### config.mk
export PLATFORM = sky130hd
export DESIGN_NAME = serial_frame_validator
export DESIGN_NICKNAME = d
export VERILOG_FILES = /design/src/rtl/serial_frame_validator.sv
export SDC_FILE = /design/constraint.sdc
export NUM_CORES = 1
export LEC_CHECK = 0
export ABC_AREA = 1
export CAP_MARGIN = 20
export CORE_UTILIZATION = 45
export CTS_BUF_LIST = sky130_fd_sc_hd__clkbuf_16
export CTS_CLUSTER_DIAMETER = 200
export DETAILED_ROUTE_END_ITERATION = 8
export PLACE_DENSITY = 0.81
export SETUP_SLACK_MARGIN = 0.4
export SYNTH_ARGS = -nofsm -noshare
export SYNTH_HDL_FRONTEND = slang
export SYNTH_SLANG_ARGS = --single-unit
### constraint.sdc
create_clock -name i_clk -period 4.7 [get_ports i_clk]
set_input_delay 0.94 -clock i_clk [delete_from_list [all_inputs] [get_ports i_clk]]
set_output_delay 0.94 -clock i_clk [all_outputs]
set_load 0.01 [all_outputs]
### src/rtl/serial_frame_validator.sv
// Receive-side checker for start/data/[parity]/stop serial frames sampled on BIT_EN strobes.
// Optional parity stage is built only when SFV_PARITY_EN is defined.
module serial_frame_validator #(
    parameter int unsigned DATA_W     = 9,
    parameter int unsigned STOP_BITS  = 1,
    parameter int unsigned CNT_W      = 16,
    parameter int unsigned PARITY_ODD = 0
) (
    input  logic              i_clk,
    input  logic              i_rst,
    input  logic              i_bit_en,
    input  logic              i_sdi,
    input  logic              i_clr_cnt,
    output logic [DATA_W-1:0] o_data_out,
    output logic              o_frame_valid,
    output logic              o_frame_err,
    output logic [1:0]        o_err_code,
    output logic              o_busy,
    output logic [CNT_W-1:0]  o_good_cnt,
    output logic [CNT_W-1:0]  o_err_cnt
);

    localparam int unsigned BitCntW = $clog2(DATA_W + 1);

`ifdef SFV_PARITY_EN
    typedef enum logic [1:0] {StIdle, StData, StParity, StStop} state_e;
`else
    typedef enum logic [1:0] {StIdle, StData, StStop} state_e;
`endif

    state_e              r_state, w_state_d;
    logic [DATA_W-1:0]   r_shreg, w_shreg_d;
    logic [BitCntW-1:0]  r_bit_cnt, w_bit_cnt_d;
    logic [1:0]          r_stop_cnt, w_stop_cnt_d;
    logic                r_stop_err, w_stop_err_d;
    logic                w_par_err_d;
    logic                w_done;
    logic                w_bad;

    logic [DATA_W-1:0]   r_data_out, w_data_out_d;
    logic                r_frame_valid, w_frame_valid_d;
    logic                r_frame_err, w_frame_err_d;
    logic [1:0]          r_err_code, w_err_code_d;
    logic [CNT_W-1:0]    r_good_cnt, w_good_cnt_d;
    logic [CNT_W-1:0]    r_err_cnt, w_err_cnt_d;

`ifdef SFV_PARITY_EN
    logic                r_par_err;
`else
    logic                w_unused_parity_odd;
    assign w_unused_parity_odd = 1'(PARITY_ODD);
`endif

    always_comb begin
        w_state_d    = r_state;
        w_shreg_d    = r_shreg;
        w_bit_cnt_d  = r_bit_cnt;
        w_stop_cnt_d = r_stop_cnt;
        w_stop_err_d = r_stop_err;
`ifdef SFV_PARITY_EN
        w_par_err_d  = r_par_err;
`else
        w_par_err_d  = 1'b0;
`endif
        w_done       = 1'b0;

        if (i_bit_en) begin
            unique case (r_state)
                StIdle: begin
                    if (!i_sdi) begin
                        w_state_d    = StData;
                        w_bit_cnt_d  = '0;
                        w_stop_cnt_d = '0;
                        w_stop_err_d = 1'b0;
                        w_par_err_d  = 1'b0;
                    end
                end
                StData: begin
                    w_shreg_d   = {r_shreg[DATA_W-2:0], i_sdi};
                    w_bit_cnt_d = r_bit_cnt + BitCntW'(1);
                    if (r_bit_cnt == BitCntW'(DATA_W - 1)) begin
`ifdef SFV_PARITY_EN
                        w_state_d = StParity;
`else
                        w_state_d = StStop;
`endif
                    end
                end
`ifdef SFV_PARITY_EN
                StParity: begin
                    w_par_err_d = i_sdi != ((^r_shreg) ^ 1'(PARITY_ODD));
                    w_state_d   = StStop;
                end
`endif
                StStop: begin
                    if (!i_sdi) begin
                        w_stop_err_d = 1'b1;
                    end
                    w_stop_cnt_d = r_stop_cnt + 2'd1;
                    if (r_stop_cnt == 2'(STOP_BITS - 1)) begin
                        w_state_d = StIdle;
                        w_done    = 1'b1;
                    end
                end
                default: w_state_d = StIdle;
            endcase
        end
    end

    // Completion uses the error flags including the bit sampled on this very edge.
    always_comb begin
        w_bad           = w_stop_err_d | w_par_err_d;
        w_frame_valid_d = w_done & ~w_bad;
        w_frame_err_d   = w_done & w_bad;
        w_data_out_d    = w_frame_valid_d ? r_shreg : r_data_out;
        w_err_code_d    = w_done ? {w_par_err_d, w_stop_err_d} : r_err_code;

        w_good_cnt_d = r_good_cnt;
        w_err_cnt_d  = r_err_cnt;
        if (i_clr_cnt) begin
            w_good_cnt_d = '0;
            w_err_cnt_d  = '0;
        end else begin
            if (w_frame_valid_d && (r_good_cnt != {CNT_W{1'b1}})) begin
                w_good_cnt_d = r_good_cnt + CNT_W'(1);
            end
            if (w_frame_err_d && (r_err_cnt != {CNT_W{1'b1}})) begin
                w_err_cnt_d = r_err_cnt + CNT_W'(1);
            end
        end
    end

    always_ff @(posedge i_clk) begin
        if (!i_rst) begin
            r_state       <= StIdle;
            r_shreg       <= '0;
            r_bit_cnt     <= '0;
            r_stop_cnt    <= '0;
            r_stop_err    <= 1'b0;
            r_data_out    <= '0;
            r_frame_valid <= 1'b0;
            r_frame_err   <= 1'b0;
            r_err_code    <= '0;
            r_good_cnt    <= '0;
            r_err_cnt     <= '0;
        end else begin
            r_state       <= w_state_d;
            r_shreg       <= w_shreg_d;
            r_bit_cnt     <= w_bit_cnt_d;
            r_stop_cnt    <= w_stop_cnt_d;
            r_stop_err    <= w_stop_err_d;
            r_data_out    <= w_data_out_d;
            r_frame_valid <= w_frame_valid_d;
            r_frame_err   <= w_frame_err_d;
            r_err_code    <= w_err_code_d;
            r_good_cnt    <= w_good_cnt_d;
            r_err_cnt     <= w_err_cnt_d;
        end
    end

`ifdef SFV_PARITY_EN
    always_ff @(posedge i_clk) begin
        if (!i_rst) begin
            r_par_err <= 1'b0;
        end else begin
            r_par_err <= w_par_err_d;
        end
    end
`endif

    assign o_data_out    = r_data_out;
    assign o_frame_valid = r_frame_valid;
    assign o_frame_err   = r_frame_err;
    assign o_err_code    = r_err_code;
    assign o_busy        = (r_state != StIdle);
    assign o_good_cnt    = r_good_cnt;
    assign o_err_cnt     = r_err_cnt;

endmodule
==> flow_summary.json <==
{
  "drive_above_1_share": 0.0757,
  "clockBufferDepth": 2,
  "min_from": "r_shreg[1]",
  "crit_start": "i_rst",
  "die-width_microns": 85.3,
  "finalSetupViolations": 0,
  "maxCapViolations": 0,
  "dieHeight_microns": 85.3,
  "synth_edf_count": 0,
  "cts_tree": "yes",
  "fin_skew_ns": 0.00450,
  "synthCells": 450,
  "grt_pass1_vias": 2718,
  "place_inst": 563,
  "worstSetupPathType": "in2reg",
  "io_buffer_count": 49,
  "antenna_found_initial": 0,
  "first_pass_iters": 5,
  "postRouteAntennaNets": 0,
  "die-area_sq_um": 7270,
  "fin_crit_ns": 2.81,
  "syn_to_final_growth_pct": 27.4,
  "fmax_mhz": 356,
  "avgRoutedWirePerCell_microns": 12.6,
  "finalMaxSlewViolations": 0,
  "max_slew_margin": 0.554,
  "hold_buffers": 0,
  "synthArstFlopShare": 0,
  "startpoint_type": "primary input",
  "postCtsSetupBuffers": 0,
  "hold_path.class": "reg2reg",
  "yosysSeqAreaShare": 0.398,
  "initial_core_util": 0.478,
  "cp.arrival_ns": 3.05,
  "top_level_ports": 51,
  "timing.final.crit_share": 0.598,
  "place.gp.congestion": 0.879,
  "overflow": 0,
  "vias_per_cell": 5.40,
  "path_clk_slew_ns": 0.06,
  "syn-cell-area_sq_um": 3120,
  "fillers": 568,
  "final_net_count": 507,
  "ys_ff_latch": 62,
  "outcome": "finished, final reports clean",
  "num_antenna_cells": 0,
  "r2r-start": "o_good_cnt[0]",
  "fin_tns_setup_ns": 0,
  "clock_latency_ns": 0.33,
  "drtIter0Drc": 176,
  "num_rows": 29,
  "seq_area_sq_um": 1240,
  "crit_fanout": 27,
  "rsz0062_at_grt": "false",
  "grt_pass1_wl_mm": 12.2,
  "coreArea_sq_um": 6530,
  "multiInputGateArea_sq_um": 1620,
  "cts_resized": 0,
  "h-tree-depth": 3,
  "routed_wl_mm": 7.29,
  "grt_max_degree": 28,
  "num_vias": 3126,
  "hold_viol": 0,
  "clockRootBuffer": "clkbuf_16",
  "stdcell_count": 579,
  "synth_cell_types": 30,
  "power_density_nw_per_um2": 342,
  "syn_avg_cell_area_sq_um": 6.93,
  "max-vdd-ir-drop_mv": 0.246,
  "hpwlAfterDp_mm": 5.04,
  "drc": 0,
  "power.leakage_nw": 1.39,
  "required_ns": 4.94,
  "tightest_slew_ns": 0.667,
  "synth_nets": 460,
  "synthFlopType": "dfxtp_1",
  "yosysWarnings": 0,
  "cts_sinks": 62,
  "cts_buffers": 9,
  "worst_setup_path_end_kind": "flip-flop",
  "grt_use_total": 0.209
}
cells in the final DEF, fill, tap and decap left out, types with 2 or more instances in the layout:
cell type,instances
o21ai_1,3
nand2_2,5
clkinv_4,2
nand2_1,111
inv_2,6
nand3_2,3
xnor2_1,7
clkdlybuf4s50_1,49
o21ai_0,36
nor3_1,4
inv_1,43
nor2_2,2
nor2_1,43
nand4_1,14
nor2_4,6
xor2_1,7
a21oi_1,43
ha_1,5
bufinv_16,3
dfxtp_1,62
clkbuf_16,9
nand3_1,31
clkinvlp_4,2
worst max-delay path, stage by stage:
cell	delay, ns
clkdlybuf4s50_1	0.90
inv_2	0.20
nor2_1	0.43
inv_2	0.33
a21oi_1	0.24
final cells by class:
cell class / count / area share
Clock inverter: 7 / 0.0308
Inverter: 49 / 0.0463
Clock buffer: 9 / 0.0566
Timing Repair Buffer: 49 / 0.123
Sequential cell: 62 / 0.312
Multi-Input combinational cell: 326 / 0.407
Tap cell: 77 / 0.0242
path summary, 6_finish.rpt:
path	to	slack, ns	cells past startpoint
worst max-delay path	o_err_cnt[10]	1.89	5
worst min-delay path	r_shreg[1]	0.46	2
worst max register to register	o_good_cnt[1]	2.71	8
worst min register to register	r_shreg[1]	0.46	2
per-stage QoR:
step	power, mW	utilization	worst slack (ns)	instance area [sq um]	hold slack, ns
6_report	1.36	0.609	1.89	3980	0.460
2_1_floorplan	0.586	-	2.73	3120	0.425
3_3_place_gp	0.599	0.556	1.79	3630	0.437
4_1_cts	1.37	0.609	1.91	3980	0.464
3_5_place_dp	0.600	0.556	1.62	3630	0.455
5_1_grt	1.40	0.609	1.75	3980	0.488
Yosys cell counts, types with 2 or more instances:
master / n / area share
nand2_2: 5 / 0.010
o21ai_0: 36 / 0.058
nand4_1: 14 / 0.028
inv_2: 6 / 0.0072
xor2_1: 7 / 0.020
buf_4: 3 / 0.0072
clkbuf_1: 3 / 0.0036
a21oi_1: 43 / 0.069
xnor2_1: 7 / 0.020
nor2_1: 43 / 0.052
nand2_1: 111 / 0.13
nand3_1: 31 / 0.050
nand3_2: 3 / 0.0096
o21ai_1: 3 / 0.0048
inv_1: 43 / 0.052
nor3_1: 4 / 0.0064
buf_2: 2 / 0.0032
nor2_4: 6 / 0.022
buf_1: 2 / 0.0024
ha_1: 5 / 0.020
dfxtp_1: 62 / 0.40
buf_6: 2 / 0.0072
nor2_2: 2 / 0.0040
cells by family (layout without fill, tap and decap cells):
family          after synthesis  count (layout)  share of synthesized area
compound gates               85              85                      0.138
xor+xnor                     14              14                     0.0393
fa+ha+maj                     5               5                     0.0200
buf+inv                      62             114                     0.0842
flops                        62              62                      0.398
other cells                   1               1                    0.00120
simple gates                221             221                      0.320
where the power goes:
| part | total, mW | internal (mW) | switching, mW |
|---|---|---|---|
| combinational | 0.0505 | 0.0157 | 0.0349 |
| clock | 0.770 | 0.519 | 0.251 |
| sequential | 0.539 | 0.534 | 0.00511 |
| total | 1.36 | 1.07 | 0.291 |
state kept, by name, indices dropped and copies added, names as in the netlist:
register       cells
o_err_code         1
r_stop_err         1
r_stop_cnt         2
o_err_cnt         16
r_shreg            9
r_state            2
r_bit_cnt          4
o_frame_valid      1
o_data_out         9
o_frame_err        1
o_good_cnt        16
routing by layer:
layer	global-route usage	vias to the layer above	wire length (microns)
met1	0.253	1452	3220
met4	0.0773	0	132
met5	0	-	0
met2	0.359	100	3570
met3	0.0545	13	369
li1	-	1561	-
(Power assumes the default switching activity.)
==> RTL change 1: new RTL, config.mk and constraints unchanged <==
Compare `r_bit_cnt` against `BitCntW'(DATA_W - 1)` with >= in place of ==.
--- a/src/rtl/serial_frame_validator.sv
+++ b/src/rtl/serial_frame_validator.sv
@@ -78,7 +78,7 @@
                 StData: begin
                     w_shreg_d   = {r_shreg[DATA_W-2:0], i_sdi};
                     w_bit_cnt_d = r_bit_cnt + BitCntW'(1);
-                    if (r_bit_cnt == BitCntW'(DATA_W - 1)) begin
+                    if (r_bit_cnt >= BitCntW'(DATA_W - 1)) begin
 `ifdef SFV_PARITY_EN
                         w_state_d = StParity;
 `else
Check against the original RTL: no difference found for any inputs over 10 cycles, from zero or initial values and one cycle with i_rst low; that may be too few to reach the edited logic, so the function may still have changed.
==> RTL change 1 against the original RTL <==
Cell area rose by 0.91%. Total power fell by 10%. Largest power group unchanged. Sequential cell count stayed put. Die area is 1.9% higher. Area after synthesis up 2.0%. Largest cell class unchanged. Critical path depth rose by 1. Setup slack got worse by 0.090 ns. Wire length fell by 0.82%.
==> RTL change 1: results (changes against the original RTL) <==
- Fraction of layout cells with a size suffix above 1: 6.90% (-0.67 points)
- Result of the run: complete, no violations
- Area after detailed placement: 3720 um2 (+2.6%)
- Number of buffers between clock root and the deepest sink: 2 (unchanged)
- Maximum level of the CTS H-tree: 3 (unchanged)
- Post-CTS setup buffer count: 0 (unchanged)
- Hold crit path type: flop to flop
- Global-route usage over all layers: 21.0% (+0.10 points)
- Switching power share of the total: 22.3% (+0.91 points)
- Prevailing post-synth register cell: sky130_fd_sc_hd__dfxtp_1
- Critical Path AT: 3.13 ns (+0.08 ns)
- DP Wirelength: 4970 um (-1.4%)
- Maximum single-stage delay on the critical path: 0.71 ns (-0.19 ns)
- # diodes: 0 (unchanged)
- Cell chosen for the clock root: sky130_fd_sc_hd__clkbuf_16
- IO buf count: 49 (unchanged)
- Fraction of met3 tracks used by global routing: 5.29% (-0.15 points)
- Normalized max-slew margin: 47.8% (-7.5 points)
- Metal-1 WL: 3300 um (+2.5%)
- Syn. warnings: 0 (unchanged)
- Maximum number of pins on one net before global-route repair: 28 (unchanged)
- Clk pin slew, worst setup/hold paths: 0.05 ns
- Most area-consuming cells after synthesis: sky130_fd_sc_hd__dfxtp_1, sky130_fd_sc_hd__nand2_1, sky130_fd_sc_hd__a21oi_1
- Worst clock skew: 0.00580 ns (+0.00130 ns)
- Post-synthesis net count: 477 (+3.7%)
- TritonCTS buffer count: 9 (unchanged)
- Compound-Gate Fraction of Synth Area: 12.2% (-1.6 points)
- Cells resized by post-CTS repair: 0 (unchanged)
- Critical path fanouts, max: 27 (unchanged)
- Uppermost signal routing layer after detailed routing: met4
- Maximum resistive drop on vdd: 0.204 mV (-17%)
- Worst-Skew Late Latency: 0.33 ns (about the same)
- Via count of the first global-routing pass: 2747 (+1.1%)
- Met1 routing resource usage after global routing: 26.0% (+0.79 points)
- Mux share of post-synthesis cell area: 0% (unchanged)
- Sequential area share after synthesis: 39.0% (-0.77 points)
- Drt pass-1 iters: 4 (-1)
- Slowest library cell on the worst path: sky130_fd_sc_hd__clkinv_1
- Antenna violations before repair: 0 (unchanged)
- Weighted congestion reported at the end of routability-driven placement: 0.885 (+0.67%)
- Netlist cell types: 28 (-6.7%)
- Detailed-routed wire length on met3: 382 um (+3.5%)
- Post-synthesis share of cell area spent on full adders, half adders and majority gates: 1.97% (-0.039 points)
- Commonest cells post-synth: sky130_fd_sc_hd__nand2_1, sky130_fd_sc_hd__dfxtp_1, sky130_fd_sc_hd__nor2_1
- Family with the most delay on the worst path: buffers and inverters
- Leakage power figure: 1.39 nW (about the same)
- Final Net Count: 527 (+3.9%)
- Async set-or-reset flop fraction in the synthesized netlist: 0% (unchanged)
- Xor and xnor fraction of the mapped netlist area: 3.85% (-0.076 points)
- First-pass GRT wire length: 12300 um (+1.4%)
- Metal2 WL: 3470 um (-2.8%)
- Number of buffers added to fix hold violations after cts: 0 (unchanged)
- Met2 capacity usage during global routing: 35.9% (-0.065 points)
- Overall via count from detail_route: 3081 (-1.4%)
- Routed wire per std cell: 11.7 um (-7.1%)
- Count of routing violations after the opening detailed-route iteration: 169 (-4.0%)
RTL change 1: cell count changes after synthesis, sizes merged, moves of 2 or more:
cell,delta
nor3,-2
nand2,+31
nor2,+12
buf,-3
nand3,-7
nand4,-6
o21ai,-4
RTL change 1: power groups by stage:
stage               logic [mW]  clock network [mW]  registers (mW)
floorplan               0.0308                   0           0.547
global placement        0.0410                   0           0.547
detailed placement      0.0424                   0           0.548
CTS                     0.0427               0.651           0.537
global route            0.0485               0.682           0.537
finish                  0.0430               0.644           0.537
RTL change 1: metrics by stage:
step / hold WS [ns] / std cells / worst slack [ns] / power [mW]
6_report: 0.453 / 618 / 1.80 / 1.22
5_1_grt: 0.481 / 618 / 1.49 / 1.27
4_1_cts: 0.455 / 618 / 1.79 / 1.23
3_5_place_dp: 0.448 / 602 / 1.46 / 0.590
3_3_place_gp: 0.438 / 602 / 1.54 / 0.588
2_1_floorplan: 0.425 / 467 / 2.66 / 0.578
RTL change 1: cell type report:
class                   instances  area, um2
inverters                      50        188
flip-flops and latches         62       1240
clock inverters                 7       65.1
fillers                       589       2780
multi-input cells             344       1680
repair buffers                 50        498
clock buffers                   9        225
well taps                      96        120
RTL change 1: cells by family after synthesis:
| group | after synthesis |
|---|---|
| simple gates | 247 |
| fa+ha+maj | 5 |
| compound gates | 77 |
| buf+inv | 61 |
| other cells | 1 |
| xor+xnor | 14 |
| flops | 62 |
RTL change 1: path summary, 6_finish.rpt:
check        slack [ns]  depth (start not counted)       endpoint         start
min                0.45                          2     r_shreg[8]    r_shreg[8]
max                1.80                          6  o_err_cnt[13]         i_rst
min reg2reg        0.45                          2     r_shreg[8]    r_shreg[8]
max reg2reg        2.86                          9  o_err_cnt[14]  o_err_cnt[0]
==> RTL change 2: new RTL, same flow settings <==
Made on the original files. Change the parameter `DATA_W` from 9 to 7.
--- a/src/rtl/serial_frame_validator.sv
+++ b/src/rtl/serial_frame_validator.sv
@@ -1,7 +1,7 @@
 // Receive-side checker for start/data/[parity]/stop serial frames sampled on BIT_EN strobes.
 // Optional parity stage is built only when SFV_PARITY_EN is defined.
 module serial_frame_validator #(
-    parameter int unsigned DATA_W     = 9,
+    parameter int unsigned DATA_W     = 7,
     parameter int unsigned STOP_BITS  = 1,
     parameter int unsigned CNT_W      = 16,
     parameter int unsigned PARITY_ODD = 0
Interface: changed (resized o_data_out); port bits go from 51 to 49. The function was not compared with the original's and may differ.
==> RTL change 2 against the original RTL <==
The flow now finishes with violations (design-rule violations). Critical path depth unchanged. Setup slack worse by 0.055 ns. Critical endpoint is now o_good_cnt[14]. Largest cell class unchanged. Wire length down 5.1%. Area after synthesis down 3.3%. Sequential cell count down 5. Total power down 15%. Fmax down 1.9%. Cell area down 4.7%.
==> RTL change 2: results (changes against the original RTL) <==
- Result of the run: complete, but fails checks
- Violated checks: design-rule violations
- Total DRC errors in the routed layout: 8 (+8)
- Maximum resistive drop on vdd: 0.274 mV (+12%)
- Total wire length after detailed routing: 6930 um (-5.1%)
- Register area: 1140 um2 (-8.1%)
- Post-synthesis net count: 450 (-2.2%)
- Routed wire per std cell: 12.2 um (-3.4%)
- Overall via count from detail_route: 2949 (-5.7%)
- Post-Syn Instances: 440 (-2.2%)
- Drt pass-1 iters: 6 (+1)
- Netlist cell types: 28 (-6.7%)
- Inst Count DP: 554 (-1.6%)
- NetSw: 0.251 mW (-14%)
- First-pass GRT wire length: 11900 um (-2.2%)
- Maximum number of pins on one net before global-route repair: 26 (-7.1%)
- Via count of the first global-routing pass: 2677 (-1.5%)
- Normalized max-slew margin: 39.8% (-16 points)
- Total of fill cells in the finished design: 597 (+5.1%)
- Commonest cells post-synth: sky130_fd_sc_hd__nand2_1, sky130_fd_sc_hd__dfxtp_1, sky130_fd_sc_hd__nor2_1
- Most common cell in the synthesized netlist: sky130_fd_sc_hd__nand2_1
- Fraction of layout cells with a size suffix above 1: 9.35% (+1.8 points)
- Final Net Count: 498 (-1.8%)
- Weighted congestion reported at the end of routability-driven placement: 0.911 (+3.6%)
- Critical path fanouts, max: 25 (-7.4%)
- Global-route usage over all layers: 21.1% (+0.16 points)
- Critical Path AT: 3.11 ns (+0.06 ns)
- Area after detailed placement: 3510 um2 (-3.2%)
- Most area-consuming cells after synthesis: sky130_fd_sc_hd__dfxtp_1, sky130_fd_sc_hd__nand2_1, sky130_fd_sc_hd__nor2_1
- IO buf count: 47 (-4.1%)
## RTL change 2: per-layer routing
metal / wire length, um / global-route usage (%) / vias to the layer above
met4: 55 / 5.33 / 0
li1: - / - / 1512
met3: 312 / 6.92 / 6
met2: 3290 / 35.3 / 62
met5: 0 / 0 / -
met1: 3270 / 26.1 / 1369
## RTL change 2: path summary, 6_finish.rpt
check          startpoint              to  slack (ns)  cells past startpoint
max                 i_rst  o_good_cnt[14]        1.83                      5
max reg2reg  o_err_cnt[0]    o_err_cnt[0]        2.77                      7
min            r_shreg[5]      r_shreg[6]        0.45                      2
min reg2reg    r_shreg[5]      r_shreg[6]        0.45                      2
## RTL change 2: kinds of logic after synthesis
logic type	share of synthesized area [%]
adders and majority gates	2.07
buffers and inverters	7.71
xor gates and xnor gates	3.77
other	0.124
and+or+nand+nor	36.2
DFF	37.8
AOI/OAI and AO/OA	12.3
## RTL change 2: cell type report
| cell class | instances | area share [%] |
|---|---|---|
| flip-flops and latches | 57 | 30.1 |
| inverters | 43 | 4.26 |
| multi-input cells | 330 | 43.4 |
| clock buffers | 9 | 5.94 |
| well taps | 77 | 2.54 |
| clock inverters | 6 | 1.35 |
| repair buffers | 47 | 12.4 |
## RTL change 2: through the flow
step	hold WS, ns	setup slack [ns]
finish	0.455	1.83
global route	0.483	1.63
CTS	0.458	1.84
detailed placement	0.452	1.55
global placement	0.450	1.59
floorplan	0.435	2.76
## RTL change 2: critical path: stages
cell and delay [ns]:
sky130_fd_sc_hd__clkdlybuf4s50_1 0.84, sky130_fd_sc_hd__inv_1 0.30, sky130_fd_sc_hd__nor2_2 0.30, sky130_fd_sc_hd__inv_1 0.45, sky130_fd_sc_hd__a21oi_1 0.26
## RTL change 2: power groups by stage
stage                     registers (mW)  clock network, mW  logic (mW)
after floorplan                    0.505                  0      0.0353
after global placement             0.506                  0      0.0475
after detailed placement           0.506                  0      0.0478
after CTS                          0.497              0.620      0.0486
after global routing               0.497              0.643      0.0551
final                              0.497              0.612      0.0482
